===== config.mk =====
export PLATFORM = sky130hd
export DESIGN_NAME = llc_set_walker_flat
export DESIGN_NICKNAME = d
export VERILOG_FILES = /design/src/rtl/llc_set_walker_if.sv /design/src/rtl/llc_set_walker.sv /design/src/flat_wrapper.sv
export SDC_FILE = /design/constraint.sdc
export NUM_CORES = 1
export LEC_CHECK = 0
export ABC_AREA = 1
export BUFFER_PORTS_ARGS = -buffer_cell sky130_fd_sc_hd__buf_2
export CAP_MARGIN = 20
export CORE_AREA = 4 4 52 54
export CTS_BUF_LIST = sky130_fd_sc_hd__clkbuf_4 sky130_fd_sc_hd__clkbuf_8 sky130_fd_sc_hd__clkbuf_16
export CTS_CLUSTER_DIAMETER = 30
export CTS_CLUSTER_SIZE = 30
export DETAILED_ROUTE_END_ITERATION = 16
export DIE_AREA = 0 0 56 58
export HOLD_SLACK_MARGIN = 0.03
export PLACE_DENSITY = 0.74
export SYNTH_ARGS = -nofsm -noshare
export SYNTH_HDL_FRONTEND = slang
export SYNTH_SLANG_ARGS = --single-unit
export TNS_END_PERCENT = 5

===== constraint.sdc =====
create_clock -name clk -period 2.15 [get_ports clk]
set_clock_uncertainty 0.1 [all_clocks]
set_input_delay 0.43 -clock clk [delete_from_list [all_inputs] [get_ports clk]]
set_output_delay 0.43 -clock clk [all_outputs]
set_load 0.01 [all_outputs]

===== src/rtl/llc_set_walker_if.sv =====
// llc_set_walker_if: flush-request and set-offer handshake bundle between the walker and the LLC pipeline
interface llc_set_walker_if #(parameter int SET_BITS = 9);
  logic                flush_req_valid;
  logic                flush_req_ready;
  logic                set_out_valid;
  logic                set_out_ready;
  logic [SET_BITS-1:0] set_out;
  logic                set_out_is_rst;
  logic                set_out_last;
  logic                set_ack;
  modport master (
    input  flush_req_valid, set_out_ready, set_ack,
    output flush_req_ready, set_out_valid, set_out, set_out_is_rst, set_out_last
  );
  modport slave (
    output flush_req_valid, set_out_ready, set_ack,
    input  flush_req_ready, set_out_valid, set_out, set_out_is_rst, set_out_last
  );
endinterface


===== src/rtl/llc_set_walker.sv =====
// llc_set_walker: invalidate/flush walk over all LLC sets with stall pulses; LLC_WALK_STAT_EN adds o_walk_cycles
module llc_set_walker #(
  parameter int SETS     = 512,
  parameter int SET_BITS = $clog2(SETS),
  parameter int MAX_OUT  = 4
) (
  input  logic clk,
  input  logic rst,
  input  logic i_rst_state,
  llc_set_walker_if.master bus,
  output logic o_clr_rst_flush_stalled_set,
  output logic o_incr_rst_flush_stalled_set,
  output logic o_set_flush_stall,
  output logic o_clr_flush_stall,
  output logic o_clr_rst_stall,
  output logic o_busy,
  output logic o_err_ack
`ifdef LLC_WALK_STAT_EN
  ,
  output logic [23:0] o_walk_cycles
`endif
);
  typedef enum logic [1:0] {IDLE, RST_WALK, FLUSH_WALK, DRAIN} state_t;
  state_t r_state, w_state_nxt;
  logic [SET_BITS-1:0] r_set_cnt;
  logic [3:0] r_out, w_out_nxt;
  logic r_rst_walk, r_clr_rsfs, r_set_fs, r_clr_fs, r_clr_rs, r_err;
  logic w_clr, w_walk, w_hs, w_accept, w_done;
  assign w_clr    = !rst || i_rst_state;
  assign w_walk   = r_state == RST_WALK || r_state == FLUSH_WALK;
  assign w_hs     = bus.set_out_valid && bus.set_out_ready;
  assign w_accept = bus.flush_req_ready && bus.flush_req_valid;
  assign w_out_nxt = (w_hs && !bus.set_ack) ? r_out + 4'd1 :
                     (!w_hs && bus.set_ack && r_out != 4'd0) ? r_out - 4'd1 : r_out;
  assign w_done   = r_state == DRAIN && w_out_nxt == 4'd0;
  assign bus.flush_req_ready = r_state == IDLE;
  assign bus.set_out_valid   = w_walk && r_out < 4'(MAX_OUT);
  assign bus.set_out         = r_set_cnt;
  assign bus.set_out_is_rst  = r_rst_walk;
  assign bus.set_out_last    = r_set_cnt == SET_BITS'(SETS - 1);
  assign o_incr_rst_flush_stalled_set = w_hs;
  assign o_clr_rst_flush_stalled_set  = r_clr_rsfs;
  assign o_set_flush_stall            = r_set_fs;
  assign o_clr_flush_stall            = r_clr_fs;
  assign o_clr_rst_stall              = r_clr_rs;
  assign o_busy                       = r_state != IDLE;
  assign o_err_ack                    = r_err;
  always_comb begin
    w_state_nxt = r_state;
    if (w_accept) w_state_nxt = FLUSH_WALK;
    else if (w_hs && bus.set_out_last) w_state_nxt = DRAIN;
    else if (w_done) w_state_nxt = IDLE;
  end
  always_ff @(posedge clk) r_state <= w_clr ? RST_WALK : w_state_nxt;
  always_ff @(posedge clk) begin
    if (w_clr) begin
      r_set_cnt  <= '0;
      r_out      <= '0;
      r_rst_walk <= 1'b1;
      r_clr_rsfs <= 1'b1;
      r_set_fs   <= 1'b0;
      r_clr_fs   <= 1'b0;
      r_clr_rs   <= 1'b0;
      r_err      <= 1'b0;
    end else begin
      r_set_cnt  <= w_accept ? '0 : r_set_cnt + SET_BITS'(w_hs);
      r_out      <= w_out_nxt;
      r_rst_walk <= w_accept ? 1'b0 : r_rst_walk;
      r_clr_rsfs <= w_accept;
      r_set_fs   <= w_accept;
      r_clr_fs   <= w_done && !r_rst_walk;
      r_clr_rs   <= w_done && r_rst_walk;
      r_err      <= r_err || (bus.set_ack && !w_hs && r_out == 4'd0);
    end
  end
`ifdef LLC_WALK_STAT_EN
  logic [23:0] r_walk_cycles;
  always_ff @(posedge clk) begin
    if (w_clr || w_accept) r_walk_cycles <= '0;
    else if (r_state != IDLE && r_walk_cycles != 24'hFFFFFF) r_walk_cycles <= r_walk_cycles + 24'd1;
  end
  assign o_walk_cycles = r_walk_cycles;
`endif
endmodule

===== src/flat_wrapper.sv =====
// flat-port wrapper written by rule: the top's interface ports become plain ports
module llc_set_walker_flat 
#(
  parameter int SETS     = 512,
  parameter int SET_BITS = $clog2(SETS),
  parameter int MAX_OUT  = 4
)
  (clk, rst, i_rst_state, o_clr_rst_flush_stalled_set, o_incr_rst_flush_stalled_set, o_set_flush_stall, o_clr_flush_stall, o_clr_rst_stall, o_busy, o_err_ack, bus_flush_req_valid, bus_set_out_ready, bus_set_ack, bus_flush_req_ready, bus_set_out_valid, bus_set_out, bus_set_out_is_rst, bus_set_out_last);
  llc_set_walker_if #(.SET_BITS(SET_BITS)) bus_i ();
  input  logic clk;
  input  logic rst;
  input  logic i_rst_state;
  output logic o_clr_rst_flush_stalled_set;
  output logic o_incr_rst_flush_stalled_set;
  output logic o_set_flush_stall;
  output logic o_clr_flush_stall;
  output logic o_clr_rst_stall;
  output logic o_busy;
  output logic o_err_ack;
  input wire logic [$bits(bus_i.flush_req_valid)-1:0] bus_flush_req_valid;
  input wire logic [$bits(bus_i.set_out_ready)-1:0] bus_set_out_ready;
  input wire logic [$bits(bus_i.set_ack)-1:0] bus_set_ack;
  output wire logic [$bits(bus_i.flush_req_ready)-1:0] bus_flush_req_ready;
  output wire logic [$bits(bus_i.set_out_valid)-1:0] bus_set_out_valid;
  output wire logic [$bits(bus_i.set_out)-1:0] bus_set_out;
  output wire logic [$bits(bus_i.set_out_is_rst)-1:0] bus_set_out_is_rst;
  output wire logic [$bits(bus_i.set_out_last)-1:0] bus_set_out_last;
  assign bus_i.flush_req_valid = bus_flush_req_valid;
  assign bus_i.set_out_ready = bus_set_out_ready;
  assign bus_i.set_ack = bus_set_ack;
  assign bus_flush_req_ready = bus_i.flush_req_ready;
  assign bus_set_out_valid = bus_i.set_out_valid;
  assign bus_set_out = bus_i.set_out;
  assign bus_set_out_is_rst = bus_i.set_out_is_rst;
  assign bus_set_out_last = bus_i.set_out_last;
  llc_set_walker #(.SETS(SETS), .SET_BITS(SET_BITS), .MAX_OUT(MAX_OUT)) u_core (.clk(clk), .rst(rst), .i_rst_state(i_rst_state), .bus(bus_i), .o_clr_rst_flush_stalled_set(o_clr_rst_flush_stalled_set), .o_incr_rst_flush_stalled_set(o_incr_rst_flush_stalled_set), .o_set_flush_stall(o_set_flush_stall), .o_clr_flush_stall(o_clr_flush_stall), .o_clr_rst_stall(o_clr_rst_stall), .o_busy(o_busy), .o_err_ack(o_err_ack));
endmodule

==> results by group, run 1 <==
Final layout
  • Area grow syn2layout: 16.07%
  • # diodes: 0
  • Finished Layout Cells: 193
  • Final core utilization: 58.43%
  • Share of cells above drive strength 1: 36.36%
  • Fin nets: 178

Detailed routing
  • Routed WL per cell: 10.65 um
  • DRC errors left: 0
  • Via Count: 894
  • ANT nets after route: 0
  • Total Wirelength: 2056 um
  • Iter 0 DRT Violations: 28
  • Vias per inst: 4.632
  • Drt pass-1 iters: 4

Floorplanning
  • Placeable Area: 2212 um2
  • Die area: 3248 um2
  • Initial Util: 50.34%
  • Row count: 17
  • Die width: 56 um
  • Ports: 26
  • Height of the die: 58 um

Synth
  • Mapped Nets: 149
  • Average size of a mapped cell: 8.128 um2
  • Yosys cell types: 30
  • Syn Inst Count: 137
  • Synth Cell Area: 1114 um2
  • Area share of the largest cell type after synthesis: 37.75%
  • Seq/Total Area, Yosys: 37.75%
  • Top area cells in the synthesized netlist: dfxtp_1 (38%), ha_1 (6.7%), inv_1 (6.4%)
  • YS warnings: 0
  • #FFs+latches synth: 21
  • Post-synth top area cell: dfxtp_1

Timing
  • Max-slew headroom: 79.71%
  • Worst slew pin tran: 0.3039 ns
  • Fmax achieved: 0.5066 GHz
  • Min Clock Period, post-route: 1.974 ns
  • Unrepaired setup endpoints after global routing: no
  • Fin. Hold Viols: 0
  • Fin. max-slew vios: 0
  • Period utilization: 91.81%
  • Final setup TNS: 0 ns
  • Final setup violation count: 0

Global routing
  • Vias in the first global route: 888
  • Routing usage on met2: 24.21%
  • M3 GR Usage: 3.341%
  • Largest net degree at the start of global routing: 13
  • Initial antenna violation count: 0
  • Met1 Track Usage GR: 15.95%
  • First-pass GRT wire length: 3581 um
  • Busiest grt layer: met2
  • Gr usage total: 13.52%
  • Congestion Overflow GR: 0

Setup path
  • CP Launch Point: u_core.r_state[0]
  • Critical path destination: u_core.bus.set_out[6]
  • CP Cell Sequence: inv_1 -> ha_1 -> nand3_4 -> clkinv_4 -> ha_1 -> ha_1 -> nand3_1 -> inv_1 -> a31oi_1 -> a211oi_1
  • CP dominant cell by count: ha_1
  • Worst setup EP type: flop
  • CP required: 2.25 ns
  • Critical R2R Capture: u_core.bus.set_out[6]
  • Worst path arrival time: 2.07 ns
  • R2r setup slk: 0.18 ns
  • Crit start category: flop
  • CP max stage cell: dfxtp_2
  • FF-to-FF Start: u_core.r_state[0]
  • R2R depth: 10
  • Cell family with most CP delay: adder cells
  • Crit-path max cell delay: 0.37 ns
  • Bufs and invs on worst path: 3
  • WS Path Type: reg -> reg
  • Crit path depth: 10
  • CP Max Fanout: 5

Clock tree
  • CTS tree: yes
  • Root Driver: clkbuf_4
  • Worst-path clk slew: 0.12 ns
  • Skew-Pair Late Insertion Delay: 0.30 ns
  • TritonCTS Sinks: 21
  • Inserted Clock Buffers: 3
  • Post-CTS sizing: 0
  • Setup bufs post-CTS: 0
  • Hold buffers post-CTS: 0
  • H-tree depth: 1
  • CTS Buffer Depth: 2

Pwr
  • PwrDens: 507.5 nW/um2
  • VDD IR-drop max: 0.3487 mV
  • Leakage: 0.6314 nW

Run
  • Max_cap viols: 0

Status
  • Status: completed

Place
  • Dpl hpwl: 1681 um
  • IO Port Bufs: 25
  • Dpl cells: 189
  • Final GP Congestion: 0.8390

Min path
  • Worst Hold Class: in -> reg
## power breakdown
group / internal (mW) / total (mW) / switching, mW
clock network: 0.0692 / 0.190 / 0.121
logic: 0.0245 / 0.0688 / 0.0443
registers: 0.394 / 0.397 / 0.00361
total: 0.487 / 0.656 / 0.169
## kinds of logic after synthesis
family	count (synthesis)	synth area share, %
fa+ha+maj	6	6.741
xor+xnor	6	4.719
compound gates	14	7.529
flops	21	37.75
buf+inv	28	10.90
simple gates	62	32.36
## flip-flops by register name, summed over array words and instances (netlist names)
signal and cells:
u_core.bus.set_out 9, u_core.r_out 4, u_core.r_state 2, u_core.bus.set_out_is_rst 1
u_core.o_clr_flush_stall 1, u_core.o_clr_rst_flush_stalled_set 1, u_core.o_clr_rst_stall 1, u_core.o_err_ack 1
u_core.o_set_flush_stall 1
## stage by stage
stage | area (um2) | power (mW) | setup WS, ns | hold WS (ns)
floorplan | 1114 | 0.4549 | 0.2655 | 0.3603
global placement | 1262 | 0.4735 | 0.2229 | 0.3398
detailed placement | 1262 | 0.4750 | 0.1525 | 0.3502
CTS | 1290 | 0.6618 | 0.1260 | 0.2627
global route | 1292 | 0.6916 | 0.02362 | 0.2802
finish | 1292 | 0.6559 | 0.1760 | 0.2686
## worst min-delay path by stage
stage | startpoint | endpoint | slack [ns] | cells past startpoint
after floorplan | u_core.r_state[1] | u_core.r_state[1] | 0.36 | 2
after global placement | u_core.bus.set_out_is_rst | u_core.o_clr_flush_stall | 0.34 | 1
after detailed placement | u_core.bus.set_out_is_rst | u_core.o_clr_flush_stall | 0.35 | 1
after CTS | i_rst_state | u_core.bus.set_out_is_rst | 0.26 | 3
after global routing | i_rst_state | u_core.bus.set_out_is_rst | 0.28 | 3
final | i_rst_state | u_core.bus.set_out_is_rst | 0.27 | 3
## cell usage in the layout, fill, tap and decap left out, types with 2 or more instances in the layout
master    count
buf_2        25
inv_1        19
dfxtp_1      19
nand2_1      18
nor2_1       17
nand2_2       7
ha_1          6
xor2_1        5
a21oi_1       5
inv_2         4
nand3_1       4
o21ai_0       4
nor2_4        3
clkbuf_4      3
nand3_4       2
nor2_2        2
clkinv_2      2
nand2_4       2
nand3_2       2
nor3_2        2
a21oi_2       2
dfxtp_2       2
## routing by layer
layer,routed length (um),vias to the layer above,share of wire [%]
met5,0,-,0
met1,963,390,47
met2,965,20,47
met4,17,0,0.83
met3,110,2,5.4
li1,-,482,-
## tightest hold or removal path, cell delays in order
cell	delay, ns
buf_2	0.10
nor2_4	0.05
o21ai_0	0.06
## final cells by class
class,instances,area [um2]
Inverter,27,110.1
Timing Repair Buffer,25,125.1
Clock inverter,1,5.005
Fill cell,209,919.6
Tap cell,28,35.03
Multi-Input combinational cell,88,571.8
Clock buffer,3,22.52
Sequential cell,21,422.9
## cell usage after synthesis
| library cell | number |
|---|---|
| dfxtp_1 | 21 |
| inv_1 | 19 |
| nand2_1 | 18 |
| nor2_1 | 17 |
| nand2_2 | 7 |
| ha_1 | 6 |
| a21oi_1 | 5 |
| xor2_1 | 5 |
| inv_2 | 4 |
| nand3_1 | 4 |
| o21ai_0 | 4 |
| nor2_4 | 3 |
| a21oi_2 | 2 |
| nand2_4 | 2 |
| nand3_2 | 2 |
| nand3_4 | 2 |
| nor2_2 | 2 |
| nor3_2 | 2 |
| a211oi_1 | 1 |
| a31oi_1 | 1 |
| buf_6 | 1 |
| clkinv_1 | 1 |
| clkinv_2 | 1 |
| clkinv_4 | 1 |
| inv_4 | 1 |
| nand3b_1 | 1 |
| nand4_1 | 1 |
| nor3b_1 | 1 |
| o21a_1 | 1 |
| xnor2_1 | 1 |
Note: power is estimated with default switching activity, not from simulation.
==> run 2, diff against run 1 <==
--- a/config.mk
+++ b/config.mk
@@ -14,6 +14,7 @@
 export CTS_CLUSTER_SIZE = 30
 export DETAILED_ROUTE_END_ITERATION = 16
 export DIE_AREA = 0 0 56 58
+export GPL_TIMING_DRIVEN = 0
 export HOLD_SLACK_MARGIN = 0.03
 export PLACE_DENSITY = 0.74
 export SYNTH_ARGS = -nofsm -noshare
==> constraint.sdc (replaced) <==
create_clock -name clk -period 2.2 [get_ports clk]
set_clock_uncertainty 0.1 [all_clocks]
set_input_delay 0.44 -clock clk [delete_from_list [all_inputs] [get_ports clk]]
set_output_delay 0.44 -clock clk [all_outputs]
set_load 0.01 [all_outputs]
==> run 2 against run 1 <==
Effect of this change: global-route usage is 1.1 points higher; cell count grew 0.52%; worst hold slack worse by 0.0051 ns; fmax decreased by 2.4%; critical path depth unchanged; clock-buffer cell count unchanged; utilization increased by 0.62 points; power is 2.3% lower; register-to-register slack about the same; die area unchanged; largest cell class unchanged; largest power group unchanged; highest routed layer unchanged.
==> results by group, run 2 (same netlist as run 1, synthesis figures left out) <==
Detailed routing
  • Via Count: 932
  • Total Wirelength: 2182 um
  • Routed WL per cell: 11.25 um
  • Vias per inst: 4.804
  • Drt pass-1 iters: 4
  • Iter 0 DRT Violations: 14
  • ANT nets after route: 0
  • DRC errors left: 0

Run
  • Max_cap viols: 0

Place
  • Final GP Congestion: 0.7310
  • Dpl cells: 190
  • IO Port Bufs: 25
  • Dpl hpwl: 1805 um

Global routing
  • Initial antenna violation count: 0
  • First-pass GRT wire length: 3732 um
  • Congestion Overflow GR: 0
  • Largest net degree at the start of global routing: 13
  • Vias in the first global route: 896
  • Gr usage total: 14.61%

Final layout
  • Commonest non-fill, non-tap cell in the layout: buf_2
  • # diodes: 0
  • Fin nets: 179
  • Share of cells above drive strength 1: 37.35%
  • Finished Layout Cells: 194
  • Most frequent cells in the layout: buf_2 (25), inv_1 (19), dfxtp_1 (19)
  • Max FFs per register: 9
  • Area grow syn2layout: 17.30%

Floorplanning
  • Ports: 26
  • Die width: 56 um
  • Placeable Area: 2212 um2
  • Row count: 17
  • Die area: 3248 um2
  • Initial Util: 50.34%
  • Height of the die: 58 um

Setup path
  • Bufs and invs on worst path: 2
  • WS Path Type: reg -> reg
  • CP required: 2.30 ns
  • Critical R2R Capture: u_core.bus.set_out[7]
  • CP dominant cell by count: ha_1
  • Crit-path max cell delay: 0.38 ns
  • R2R depth: 10
  • CP max stage cell: dfxtp_2
  • FF-to-FF Start: u_core.r_state[0]
  • R2r setup slk: 0.18 ns
  • Crit start category: flop
  • CP Cell Sequence: inv_1 -> ha_1 -> nand3_4 -> clkinv_4 -> ha_1 -> nand3_1 -> nor2_2 -> nand2_1 -> o21ai_0 -> a21oi_1
  • CP Max Fanout: 5
  • Worst setup EP type: flop
  • Cell family with most CP delay: simple AND/OR/NAND/NOR gates
  • Worst path arrival time: 2.12 ns

Pwr
  • Leakage: 0.6375 nW
  • Sequential group share of total power: 60.5%
  • VDD IR-drop max: 0.3426 mV
  • P_int: 0.4769 mW
  • Clock share of power: 29.0%
  • Sw Pwr: 0.1639 mW
  • PwrDens: 490.5 nW/um2
  • Total power: 0.6408 mW
  • Logic pwr share: 10.5%
  • Sw frac: 25.57%

Clock tree
  • Skew-Pair Late Insertion Delay: 0.31 ns
  • Worst-path clk slew: 0.12 ns
  • TritonCTS Sinks: 21
  • CTS tree: yes
  • Root Driver: clkbuf_4
  • Inserted Clock Buffers: 3
  • H-tree depth: 1
  • Hold buffers post-CTS: 0
  • CTS Buffer Depth: 2
  • Setup bufs post-CTS: 0
  • Post-CTS sizing: 0

Min path
  • Min-delay src: i_rst_state
  • Worst Hold Class: in -> reg
  • Hold path depth: 3
  • Worst Hold End: u_core.bus.set_out_is_rst

Status
  • Status: completed

Timing
  • Period utilization: 91.92%
  • Unrepaired setup endpoints after global routing: no
  • Max-slew headroom: 83.23%
  • Final setup TNS: 0 ns
  • Min Clock Period, post-route: 2.022 ns
  • Worst slew pin tran: 0.2507 ns
  • Fmax achieved: 0.4945 GHz
  • Fin. max-slew vios: 0
  • Final setup violation count: 0
  • Fin. Hold Viols: 0
==> run 2: cell count changes in the layout (fill, tap and decap cells not counted), sizes merged <==
cell,before,now
buf,25,26
==> run 2: cell type report <==
| type | instances | area (um2) |
|---|---|---|
| Buffer | 1 | 11.26 |
| Clock buffer | 3 | 22.52 |
| Clock inverter | 1 | 5.005 |
| Fill cell | 206 | 905.9 |
| Inverter | 27 | 110.1 |
| Multi-Input combinational cell | 88 | 574.3 |
| Sequential cell | 21 | 422.9 |
| Tap cell | 28 | 35.03 |
| Timing Repair Buffer | 25 | 125.1 |
==> run 2: worst max-delay path by stage <==
stage	from	endpoint	slack, ns	cells past startpoint
2_1_floorplan	u_core.r_state[0]	u_core.bus.set_out[6]	0.32	10
3_3_place_gp	u_core.r_state[0]	u_core.bus.set_out[6]	0.19	10
3_5_place_dp	u_core.r_state[0]	u_core.bus.set_out[7]	0.11	10
4_1_cts	u_core.r_state[0]	u_core.bus.set_out[7]	0.09	10
5_1_grt	u_core.r_state[0]	u_core.bus.set_out[6]	0.01	10
6_report	u_core.r_state[0]	u_core.bus.set_out[7]	0.18	10
==> run 2: power groups by stage <==
stage	combinational, mW	clock, mW	sequential [mW]
2_1_floorplan	0.0471	0	0.397
3_3_place_gp	0.0662	0	0.396
3_5_place_dp	0.0679	0	0.396
4_1_cts	0.0681	0.191	0.388
5_1_grt	0.0753	0.208	0.389
6_report	0.0671	0.186	0.388
==> run 2: worst register-to-register path, stage by stage, from the launching register on <==
cell and delay (ns):
dfxtp_2 0.38, inv_1 0.05, ha_1 0.32, nand3_4 0.13
clkinv_4 0.08, ha_1 0.16, nand3_1 0.13, nor2_2 0.14
nand2_1 0.10, o21ai_0 0.23, a21oi_1 0.08
==> run 2: layer usage <==
layer  part of all wire, %  global-route usage, %  up-vias
met5                     0                      0        -
met4                   1.5                  5.085        0
met3                   6.1                  4.677        5
met2                    51                  27.38       21
met1                    41                  15.35      430
li1                      -                      -      476
==> run 2: metrics by stage <==
step	instance area, um2	util [%]	hold WS [ns]	setup slack [ns]
global placement	1274	57.58	0.3456	0.1944
floorplan	1114	-	0.3603	0.3155
CTS	1301	58.82	0.2628	0.08906
finish	1306	59.05	0.2635	0.1777
global route	1306	59.05	0.2918	0.01250
detailed placement	1274	57.58	0.3665	0.1076
